==> config.mk <==
export PLATFORM = sky130hd
export DESIGN_NAME = imem_boot_seq
export DESIGN_NICKNAME = d
export VERILOG_FILES = /design/src/rtl/imem_boot_seq.sv
export SDC_FILE = /design/constraint.sdc
export NUM_CORES = 1
export LEC_CHECK = 0
export BUFFER_PORTS_ARGS = -buffer_cell sky130_fd_sc_hd__buf_4
export CORE_MARGIN = 4
export CORE_UTILIZATION = 45
export CTS_CLUSTER_DIAMETER = 50
export CTS_CLUSTER_SIZE = 12
export DETAILED_ROUTE_END_ITERATION = 16
export PLACE_DENSITY = 0.7
export SYNTH_ARGS = -nofsm -noshare
export SYNTH_HDL_FRONTEND = slang
export SYNTH_SLANG_ARGS = --single-unit
==> constraint.sdc <==
create_clock -name clk -period 4.2 [get_ports clk]
set_input_delay 0.84 -clock clk [delete_from_list [all_inputs] [get_ports clk]]
set_output_delay 0.84 -clock clk [all_outputs]
set_load 0.01 [all_outputs]
==> src/rtl/imem_boot_seq.sv <==
// Boot sequencer: streams a program into instruction memory, holds the datapath
// in reset, runs it for a fixed budget, then signals end of simulation.
module imem_boot_seq #(
    parameter logic [31:0] IMEM_BASE  = 32'h0000_0000,
    parameter int          MAX_WORDS  = 1024,
    parameter int          RST_HOLD   = 4,
    parameter int          RUN_CYCLES = 10000
) (
    input  logic        clk,
    input  logic        rst,
    input  logic        src_valid,
    input  logic [31:0] src_data,
    input  logic        src_eof,
    output logic        src_rd_en,
    output logic        imem_wr_n,
    output logic [31:0] imem_addr,
    output logic [31:0] imem_wdata,
    input  logic [31:0] pc,
    output logic        dut_rst,
    output logic        end_sim,
    output logic [31:0] word_count,
    output logic        load_err
);

    localparam logic [2:0] S_IDLE = 3'd0;
    localparam logic [2:0] S_LOAD = 3'd1;
    localparam logic [2:0] S_HOLD = 3'd2;
    localparam logic [2:0] S_RUN  = 3'd3;
    localparam logic [2:0] S_DONE = 3'd4;

    localparam logic [31:0] MAX_W     = 32'(MAX_WORDS);
    localparam logic [31:0] HOLD_LAST = 32'(RST_HOLD - 1);
    localparam logic [31:0] RUN_LAST  = 32'(RUN_CYCLES - 1);

    logic [2:0]  state;
    logic [31:0] addr_q;
    logic [31:0] cnt;
    logic        accept;
    logic        full;
    logic        wr;

    always_comb begin
        accept = (state == S_LOAD) && src_valid;
        full   = (word_count == MAX_W);
        wr     = accept && !full;
    end

    // The address port belongs to the processor only while it runs.
    assign src_rd_en = (state == S_LOAD);
    assign dut_rst   = (state != S_RUN);
    assign imem_addr = (state == S_RUN) ? pc : addr_q;

    always_ff @(posedge clk) begin
        if (rst) begin
            state      <= S_IDLE;
            addr_q     <= IMEM_BASE;
            imem_wdata <= 32'h0;
            imem_wr_n  <= 1'b1;
            word_count <= 32'h0;
            load_err   <= 1'b0;
            end_sim    <= 1'b0;
            cnt        <= 32'h0;
        end else begin
            imem_wr_n <= 1'b1;
            case (state)
                S_IDLE: state <= S_LOAD;
                S_LOAD: begin
                    if (wr) begin
                        addr_q     <= IMEM_BASE + (word_count << 2);
                        imem_wdata <= src_data;
                        imem_wr_n  <= 1'b0;
                        word_count <= word_count + 32'd1;
                    end
                    // Overflow takes priority over a coincident end-of-file.
                    if (accept && full) begin
                        load_err <= 1'b1;
                        end_sim  <= 1'b1;
                        state    <= S_DONE;
                    end else if (src_eof) begin
                        if (wr || (word_count != 32'h0)) begin
                            state <= S_HOLD;
                            cnt   <= 32'h0;
                        end else begin
                            load_err <= 1'b1;
                            end_sim  <= 1'b1;
                            state    <= S_DONE;
                        end
                    end
                end
                S_HOLD: begin
                    if (cnt == HOLD_LAST) begin
                        state <= S_RUN;
                        cnt   <= 32'h0;
                    end else begin
                        cnt <= cnt + 32'd1;
                    end
                end
                S_RUN: begin
                    if (cnt == RUN_LAST) begin
                        state   <= S_DONE;
                        end_sim <= 1'b1;
                    end else begin
                        cnt <= cnt + 32'd1;
                    end
                end
                S_DONE: state <= S_DONE;
                default: state <= S_IDLE;
            endcase
        end
    end

endmodule

==> results.cfg, run 1 <==
[run_status]
status = completed

[timing]
finalSetupTns_ns = 0
unrepaired_setup_endpoints_after_global_routing = false
report.final.slew_viol_count = 0
count_of_final_setup_violators = 0
max_slew.worst_pin.slew_ns = 1.010
timing.final.crit_share_pct = 71.28
max_freq_ghz = 0.3340
max_slew_margin_pct = 32.64
clock_skew_ns = 0.01061
period_needed_ns = 2.994
hold_viol_final = 0

[route]
routed-via-count = 6035
drt-vias-per-instance = 5.452
drt-initial-drc-count = 380
route.detailed.wl_per_inst_um = 15.07
drt_pass1_iterations = 5
postRouteAntennaNets = 0
wirelength_um = 16680
route.detailed.drc = 0

[min_path]
hold_depth = 2
min_to = end_sim
holdCritPathClass = register to register
min-delay-start = end_sim

[placed_design]
detailed_place_hpwl_um = 11360
postPlaceCellArea_mm2 = 0.007481
port_buffer_count = 168
gp_routability_congestion = 0.8359

[logic_synthesis]
synthesis.nets = 845
post_synth_main_area_contributors = dfxtp_1, nand2_1, a21oi_1, mux2_2, nor2_1
netlist_instances = 774
postSynthAreaPerCell_um2 = 7.887
mappedNetlistArea_mm2 = 0.006105
post_synth_num_cell_types = 49
synth_sequential_area_ratio_pct = 43.29
synthesis.yosys.warnings = 0
synth-seq-cells = 132
synthDominantAreaCellType = dfxtp_1
synth_top_area_share_pct = 43.29

[die]
chipWidth_um = 124.5
ioPinCount = 169
initial_utilization_pct = 46.10
floorplan.core_area_mm2 = 0.01324
fp.dieH_um = 124.5
dieArea_mm2 = 0.01549
rows = 42

[global_route]
grt_overflow_total = 0
track_usage_pct = 21.41
largest_net_degree_at_the_start_of_global_routing = 51
grt_first_pass_wirelength_um = 27990
grt_pass1_vias = 5666
grt_antenna_before_repair = 0

[cts]
clkSinkCount = 132
cts_htree_levels = 4
postCtsHoldBufs = 0
worstSkewPairLatency_ns = 0.42
cts-buffers-inserted = 17
clk_pin_slew_ns = 0.06
cts-root-to-sink-buffers = 2
postCtsSetupRepairBufs = 0
tritoncts = yes
clockRootBuffer = clkbuf_16
post_cts.resized_instances = 0

[setup_path]
kind_of_capture_point_of_the_worst_setup_path = output pin
cpMostUsedCell = buf_4
req_time_crit_path_ns = 3.36
arrival_time_of_the_worst_setup_path_ns = 2.15
worst_r2r_path_depth = 7
r2r_start = cnt[17]
criticalPathCategory = register to output pin
ff2ff_setup_slack_ns = 1.31
crit_path_max_fanout = 31
worstPathBufferInverterCount = 2
crit_chain = nor2b_1, nand2_1, buf_4, mux2_2, buf_4
reg2reg_to = cnt[15]
kind_of_start_point_of_the_critical_path = register
cp_slowest_cell = dfxtp_1
max_stage_delay_ns = 0.54
critical-path-top-delay-family = flip-flops

[cells_and_area]
antenna-diode-count = 0
design_area_mm2 = 0.008090
fin_nets = 989
layout_commonest_cell = buf_4
drive_above_1_share_pct = 26.85
n_fill_cell = 1242
synthToLayoutAreaGrowth_pct = 32.53
most_frequent_cells_in_the_layout = buf_4, nand2_1, dfxtp_1

[power]
powerDensity_mw_per_mm2 = 389.0
p_clk_share_pct = 48.5
p_int_mw = 2.382
leakage_nw = 3.116
sequentialPowerShare_pct = 41.4
net-switching-power_mw = 0.7653
swShare_pct = 24.31
power.ir.vdd_worst_mv = 0.2385
power_frac_comb_pct = 10.2

[run]
max_cap_viols = 0
## worst max-delay path by stage
stage                                 to  depth (start not counted)  slack (ns)       from
after floorplan            imem_addr[22]                          5        1.82   state[0]
after global placement    word_count[27]                          6        1.42  src_valid
after detailed placement         cnt[14]                          7        1.30    cnt[17]
after CTS                   imem_addr[2]                          5        1.18   state[0]
after global routing              cnt[8]                          7        1.05    cnt[21]
final                       imem_addr[2]                          5        1.21   state[0]
## state kept, by name, indices dropped and copies added (netlist names)
name and flops:
state 3, load_err 1, cnt 32, word_count 32, end_sim 1, imem_wdata 32, addr_q 30, imem_wr_n 1
## power groups by stage
stage               clock [mW]  combinational, mW  sequential (mW)
floorplan                    0              0.166             1.33
global placement             0              0.320             1.33
detailed placement           0              0.322             1.33
CTS                       1.55              0.323             1.30
global route              1.60              0.355             1.30
finish                    1.53              0.320             1.30
## final cells by class
cell class / instances / area (um^2) / share of cell area, %
well taps: 176 / 220.2 / 2.722
clock buffers: 20 / 456.7 / 5.645
repair buffers: 174 / 1319 / 16.30
flip-flops and latches: 132 / 2643 / 32.66
clock inverters: 12 / 152.6 / 1.887
inverters: 11 / 41.29 / 0.5104
multi-input cells: 582 / 3258 / 40.27
## cells in the mapped netlist, drive strengths merged
cell	n
o21a	1
o31ai	2
a41oi	3
or4b	2
nor4	18
nor3	13
nand4bb	1
a21o	1
nand2b	2
o2111ai	1
nand2	155
and4	12
nor4b	2
clkbuf	44
nand4b	4
a31oi	10
dfxtp	132
xnor2	12
inv	11
ha	3
or4	4
mux2i	1
xor2	10
a32o	1
o31a	1
nand3	19
nand4	14
or2	1
a21oi	108
nor2b	1
or3	18
nor3b	3
buf	5
o21ai	42
nor2	59
a211o	1
and3	9
and2	9
mux2	30
nand3b	9
## per-layer routing
layer  track usage (%)  wire length (um)  vias up
met4             5.803               178        0
met3             7.590              1358       19
met2             33.30              7477      183
met5                 0                 0        -
li1                  -                 -     3002
met1             28.27              7667     2831
## through the flow
step	util (%)	total power, mW	cells	worst slack, ns	hold slack [ns]
after global placement	56.49	1.647	1075	1.422	0.4351
after detailed placement	56.49	1.651	1075	1.297	0.4407
final	61.09	3.147	1107	1.206	0.4492
after floorplan	-	1.497	774	1.821	0.4329
after global routing	61.09	3.265	1107	1.047	0.4694
after CTS	61.09	3.171	1107	1.184	0.4479
## cells by family (layout without fill, tap and decap cells)
kind of cell    count (synthesis)  after routing  share of synthesized area, %
simple gates                  355            355                         28.57
mux                            31             31                         5.698
xor+xnor                       22             22                         3.156
fa+ha+maj                       3              3                        0.6149
compound gates                171            171                         14.84
flops                         132            132                         43.29
buf+inv                        60            217                         3.833
## worst min-delay path, delay by kind of cell, from the launching register on
kind / cells / cell delay, ns
compound gates: 1 / 0.05
buf+inv: 1 / 0.05
flops: 1 / 0.31
Note: power is estimated with default switching activity, not from simulation.
==> inputs of run 2 (changes only) <==
ABC_AREA = 1   (was default)
PLACE_DENSITY = 0.71   (was 0.7)
clock period = 2.6 ns   (was 4.2 ns; I/O delays follow)
==> run 2 against run 1 <==
  * Non-clock buffer count increased by 13
  * Critical path type unchanged
  * Via count grew 27%
  * Die area up 18%
  * Largest power group is now registers
==> results.cfg, run 2 <==
[run_status]
status = completed

[logic_synthesis]
synth.top_cells.by_count = nand2_1, nor2_1, dfxtp_1, inv_1, o21ai_0
synth_sequential_area_ratio_pct = 36.15
synthesis.yosys.warnings = 0
post_synth_main_area_contributors = dfxtp_1, nand2_1, nor2_1, o21ai_0, a21oi_1
netlist_instances = 1146
synth.most_common_cell = nand2_1
post_synth_num_cell_types = 43
mappedNetlistArea_mm2 = 0.007310
synth_top_area_share_pct = 36.15
share_of_synthesized_flip_flops_with_an_asynchronous_set_or_reset_pct = 0
synthDominantAreaCellType = dfxtp_1
synth_enable_flop_cells = 0
synth-seq-cells = 132
synthesis.nets = 1217
postSynthAreaPerCell_um2 = 6.378
ys_dominant_reg_cell = dfxtp_1

[setup_path]
r2r_start = word_count[0]
criticalPathCategory = register to output pin
kind_of_capture_point_of_the_worst_setup_path = output pin
crit_path_max_fanout = 26
ff2ff_setup_slack_ns = 0.47
kind_of_start_point_of_the_critical_path = register
arrival_time_of_the_worst_setup_path_ns = 1.92
cp-startpoint = state[0]
worst_r2r_path_depth = 10
reg2reg_to = word_count[15]
req_time_crit_path_ns = 2.08

[route]
wirelength_um = 21290
route.detailed.wl_per_inst_um = 13.88
route.detailed.drc = 0
drt-initial-drc-count = 541
routed-via-count = 7673
postRouteAntennaNets = 0
drt_pass1_iterations = 5
drt-vias-per-instance = 5.005

[min_path]
min-delay-start = src_data[21]
min_to = imem_wdata[21]
hold_depth = 3
holdCritPathClass = primary input to register

[cts]
postCtsHoldBufs = 0
post_cts.resized_instances = 0
cts_htree_levels = 4
clockRootBuffer = clkbuf_16
cts-buffers-inserted = 17
clkSinkCount = 132
tritoncts = yes
cts-root-to-sink-buffers = 2
worstSkewPairLatency_ns = 0.43
clk_pin_slew_ns = 0.07
postCtsSetupRepairBufs = 0

[timing]
finalSetupTns_ns = 0
count_of_final_setup_violators = 0
report.final.slew_viol_count = 0
unrepaired_setup_endpoints_after_global_routing = false
clock_skew_ns = 0.007906
hold_viol_final = 0
max_slew_margin_pct = 49.54
period_needed_ns = 2.442
max_slew.worst_pin.slew_ns = 0.7500
timing.final.crit_share_pct = 93.93
max_freq_ghz = 0.4095

[cells_and_area]
antenna-diode-count = 0
layout_commonest_cell = nand2_1
most_frequent_cells_in_the_layout = nand2_1, nor2_1, buf_4
fin_nets = 1375
design_area_mm2 = 0.009363
synthToLayoutAreaGrowth_pct = 28.09
drive_above_1_share_pct = 20.96
top_regs = cnt x32, imem_wdata x32, word_count x32

[global_route]
largest_net_degree_at_the_start_of_global_routing = 49
grt_overflow_total = 0
grt_pass1_vias = 7151
track_usage_pct = 23.50
grt_first_pass_wirelength_um = 34700
grt_antenna_before_repair = 0

[power]
report.power.total_mw = 7.155
net-switching-power_mw = 2.521
power.ir.vdd_worst_mv = 0.5575
leakage_nw = 4.031
powerDensity_mw_per_mm2 = 764.2
swShare_pct = 35.23
p_clk_share_pct = 33.7
sequentialPowerShare_pct = 35.9
p_int_mw = 4.634
power_frac_comb_pct = 30.5

[die]
ioPinCount = 169
floorplan.core_area_mm2 = 0.01589
dieArea_mm2 = 0.01835
rows = 46
chipWidth_um = 135.5
initial_utilization_pct = 46.01
fp.dieH_um = 135.5

[placed_design]
port_buffer_count = 168
postPlaceCellArea_mm2 = 0.008773
gp_routability_congestion = 0.9753
detailed_place_hpwl_um = 15630

[run]
max_cap_viols = 0
[run 2: how the worst max path moves through the flow]
stage,end,slack [ns]
global placement,word_count[19],0.52
floorplan,imem_addr[11],0.74
finish,imem_addr[7],0.16
CTS,imem_addr[16],0.14
global route,imem_addr[14],0.03
detailed placement,cnt[0],0.49
[run 2: worst max-delay path: stages, from the launching register on]
cell     delay (ns)
dfxtp_1        0.43
inv_1          0.10
nor3_4         0.19
inv_1          0.16
buf_4          0.27
nand2_1        0.14
nand2_1        0.06
buf_4          0.14
[run 2: stage by stage]
stage	hold WS, ns	util (%)	cells	setup slack, ns
5_1_grt	0.3232	58.94	1533	0.03120
3_5_place_dp	0.4439	55.23	1501	0.4894
4_1_cts	0.3244	58.92	1533	0.1413
3_3_place_gp	0.4406	55.23	1501	0.5191
2_1_floorplan	0.4245	-	1146	0.7443
6_report	0.3297	58.94	1533	0.1579
[run 2: area by class of cell]
class | instances | area (um^2)
fill | 1593 | 6523
multi-input combinational | 869 | 4030
sequential | 132 | 2643
timing repair buffer | 187 | 1470
clock buffer | 17 | 425.4
inverter | 97 | 364.1
tap | 216 | 270.3
clock inverter | 15 | 160.2
[run 2: logic make-up after synthesis]
logic type / after synthesis / synth area share, %
AOI/OAI and AO/OA: 186 / 13.69
xor gates and xnor gates: 19 / 2.277
adders and majority gates: 3 / 0.5136
buffers and inverters: 145 / 8.798
DFF: 132 / 36.15
and+or+nand+nor: 661 / 38.57
[run 2: metal layers]
metal	global-route usage, %	wire length [um]
met5	0	0
met4	7.951	469
met3	5.721	1051
met2	39.63	10450
met1	29.43	9317
[run 2: power groups by stage]
stage / combinational [mW] / clock [mW] / sequential (mW)
floorplan: 1.31 / 0 / 2.65
global placement: 2.18 / 0 / 2.60
detailed placement: 2.20 / 0 / 2.61
CTS: 2.20 / 2.43 / 2.57
global route: 2.42 / 2.53 / 2.62
finish: 2.18 / 2.41 / 2.57
==> inputs of run 3 (changes only) <==
BUFFER_PORTS_ARGS = -buffer_cell sky130_fd_sc_hd__clkbuf_2   (was -buffer_cell sky130_fd_sc_hd__buf_4)
CORE_UTILIZATION = 49   (was 45)
PLACE_DENSITY = 0.77   (was 0.71)
==> run 3 against run 2 <==
  * Final area decreased by 5.3%
  * Sequential share of layout area increased by 1.6 points
  * Count of clock-buffer cells in the layout increased by 1
  * Critical path depth unchanged
  * Cell count decreased by 2.3%
  * Worst hold slack improved by 0.014 ns
  * Sequential power about the same
  * Non-clock buffer count decreased by 4
  * Core utilization increased by 1.9 points
  * Combinational power decreased by 11%
  * Fmax decreased by 1.5%
  * Critical endpoint is now imem_addr[18]
==> results.cfg, run 3 (synthesis results as in run 2) <==
[setup_path]
crit_path_max_fanout = 19
critical-path-top-delay-family = buffers and inverters
crit_chain = inv_1, nor3_4, clkinvlp_4, buf_4, nand2_1, nand2_1, clkbuf_2
r2r_start = word_count[0]
kind_of_start_point_of_the_critical_path = register
ff2ff_setup_slack_ns = 0.40
cp_slowest_cell = dfxtp_1
worst_r2r_path_depth = 11
cpMostUsedCell = nand2_1
reg2reg_to = imem_wdata[28]
req_time_crit_path_ns = 2.08
max_stage_delay_ns = 0.44
cp.depth = 7
worstPathBufferInverterCount = 4
kind_of_capture_point_of_the_worst_setup_path = output pin
criticalPathCategory = register to output pin
arrival_time_of_the_worst_setup_path_ns = 1.96

[cells_and_area]
layout_commonest_cell = nand2_1
fin_nets = 1371
top_regs = cnt x32, imem_wdata x32, word_count x32
most_frequent_cells_in_the_layout = nand2_1, nor2_1, clkbuf_2
layout.area.seq_mm2 = 0.002643
multi_input_combinational_cell_area_mm2 = 0.004030
drive_above_1_share_pct = 20.72
fin_util_pct = 60.81
n_fill_cell = 1399
synthToLayoutAreaGrowth_pct = 21.36
antenna-diode-count = 0

[placed_design]
detailed_place_hpwl_um = 15030
gp_routability_congestion = 0.9545
port_buffer_count = 168

[die]
fp.dieH_um = 130.1
rows = 44
initial_utilization_pct = 50.10
floorplan.core_area_mm2 = 0.01459
ioPinCount = 169
dieArea_mm2 = 0.01694
chipWidth_um = 130.1

[cts]
clkSinkCount = 132
cts-buffers-inserted = 17
cts-root-to-sink-buffers = 2
clockRootBuffer = clkbuf_16
cts_htree_levels = 4
clk_pin_slew_ns = 0.06
worstSkewPairLatency_ns = 0.42
tritoncts = yes

[timing]
finalSetupTns_ns = 0
max_slew.worst_pin.slew_ns = 0.7010
clock_skew_ns = 0.009229
hold_viol_final = 0
count_of_final_setup_violators = 0
period_needed_ns = 2.480
max_freq_ghz = 0.4033
whs_ns = 0.3441
max_slew_margin_pct = 53.10
unrepaired_setup_endpoints_after_global_routing = false
timing.final.crit_share_pct = 95.37
report.final.slew_viol_count = 0

[power]
powerDensity_mw_per_mm2 = 790.4
leakage_nw = 3.884
power.ir.vdd_worst_mv = 0.7208

[route]
postRouteAntennaNets = 0
route.detailed.drc = 0
route.detailed.wl_per_inst_um = 13.86
wirelength_um = 20750
drt-vias-per-instance = 5.190
drt-initial-drc-count = 606
routed-via-count = 7770
drt_pass1_iterations = 5

[global_route]
grt_util_met3_pct = 6.058
globalRouteMet1Util_pct = 31.52
grt_antenna_before_repair = 0
grt_pass1_vias = 7212
largest_net_degree_at_the_start_of_global_routing = 66
groute.layer.met2.usage_pct = 41.10
grt_first_pass_wirelength_um = 34060
grt_busiest_layer = met2
track_usage_pct = 24.92
grt_overflow_total = 0

[min_path]
holdCritPathClass = primary input to register
hold_depth = 3
min-delay-start = src_data[29]
min_to = imem_wdata[29]

[run_status]
status = completed

[run]
max_cap_viols = 0
-- run 3: cell types whose count changed in the layout (fill, tap and decap cells not counted), sizes merged --
cell / change
inv: -4
clkbuf: +169
clkinvlp: +1
bufinv: +2
buf: -172
-- run 3: what timing repair did --
item                       4_1_cts  5_1_grt
hold buffers                     0        0
setup buffers                    0        2
setup endpoints to repair        0       11
resized for setup                0        2
-- run 3: where the power goes --
part	leakage (nW)	internal [mW]	switching, mW	total [mW]
registers	1.07	2.36	0.210	2.57
logic	2.51	0.688	1.25	1.93
clock network	0.296	1.54	0.972	2.51
-- run 3: per-stage QoR --
stage,instance area (um^2),setup WS [ns],power [mW],std cells
finish,8871,0.1205,7.011,1497
global route,8871,0.01327,7.432,1497
detailed placement,8230,0.4161,4.538,1463
global placement,8230,0.5329,4.505,1463
CTS,8848,0.07116,7.062,1495
floorplan,7310,0.7443,3.952,1146
-- run 3: area by class of cell --
type | count | area share (%)
multi-input cells | 869 | 45.43
flip-flops and latches | 132 | 29.79
repair buffers | 183 | 11.07
clock buffers | 18 | 4.838
inverters | 97 | 4.147
well taps | 184 | 2.595
clock inverters | 14 | 2.130
-- run 3: worst max-delay path by stage --
stage | from | end | slack, ns
after floorplan | state[0] | imem_addr[11] | 0.74
after global placement | word_count[1] | imem_wdata[8] | 0.53
after detailed placement | word_count[1] | imem_wdata[28] | 0.42
after CTS | state[0] | imem_addr[18] | 0.07
after global routing | state[0] | imem_addr[0] | 0.01
final | state[0] | imem_addr[18] | 0.12
-- run 3: metal layers --
layer | vias up | routed length, um | share of wire (%)
met5 | - | 0 | 0
met4 | 0 | 521 | 2.5
met3 | 47 | 1214 | 5.9
met2 | 230 | 10050 | 48
met1 | 3531 | 8956 | 43
li1 | 3962 | - | -
-- run 3: worst min-delay path, stage by stage --
cell	delay, ns
clkbuf_2	0.07
o21ai_0	0.07
nor2_1	0.07
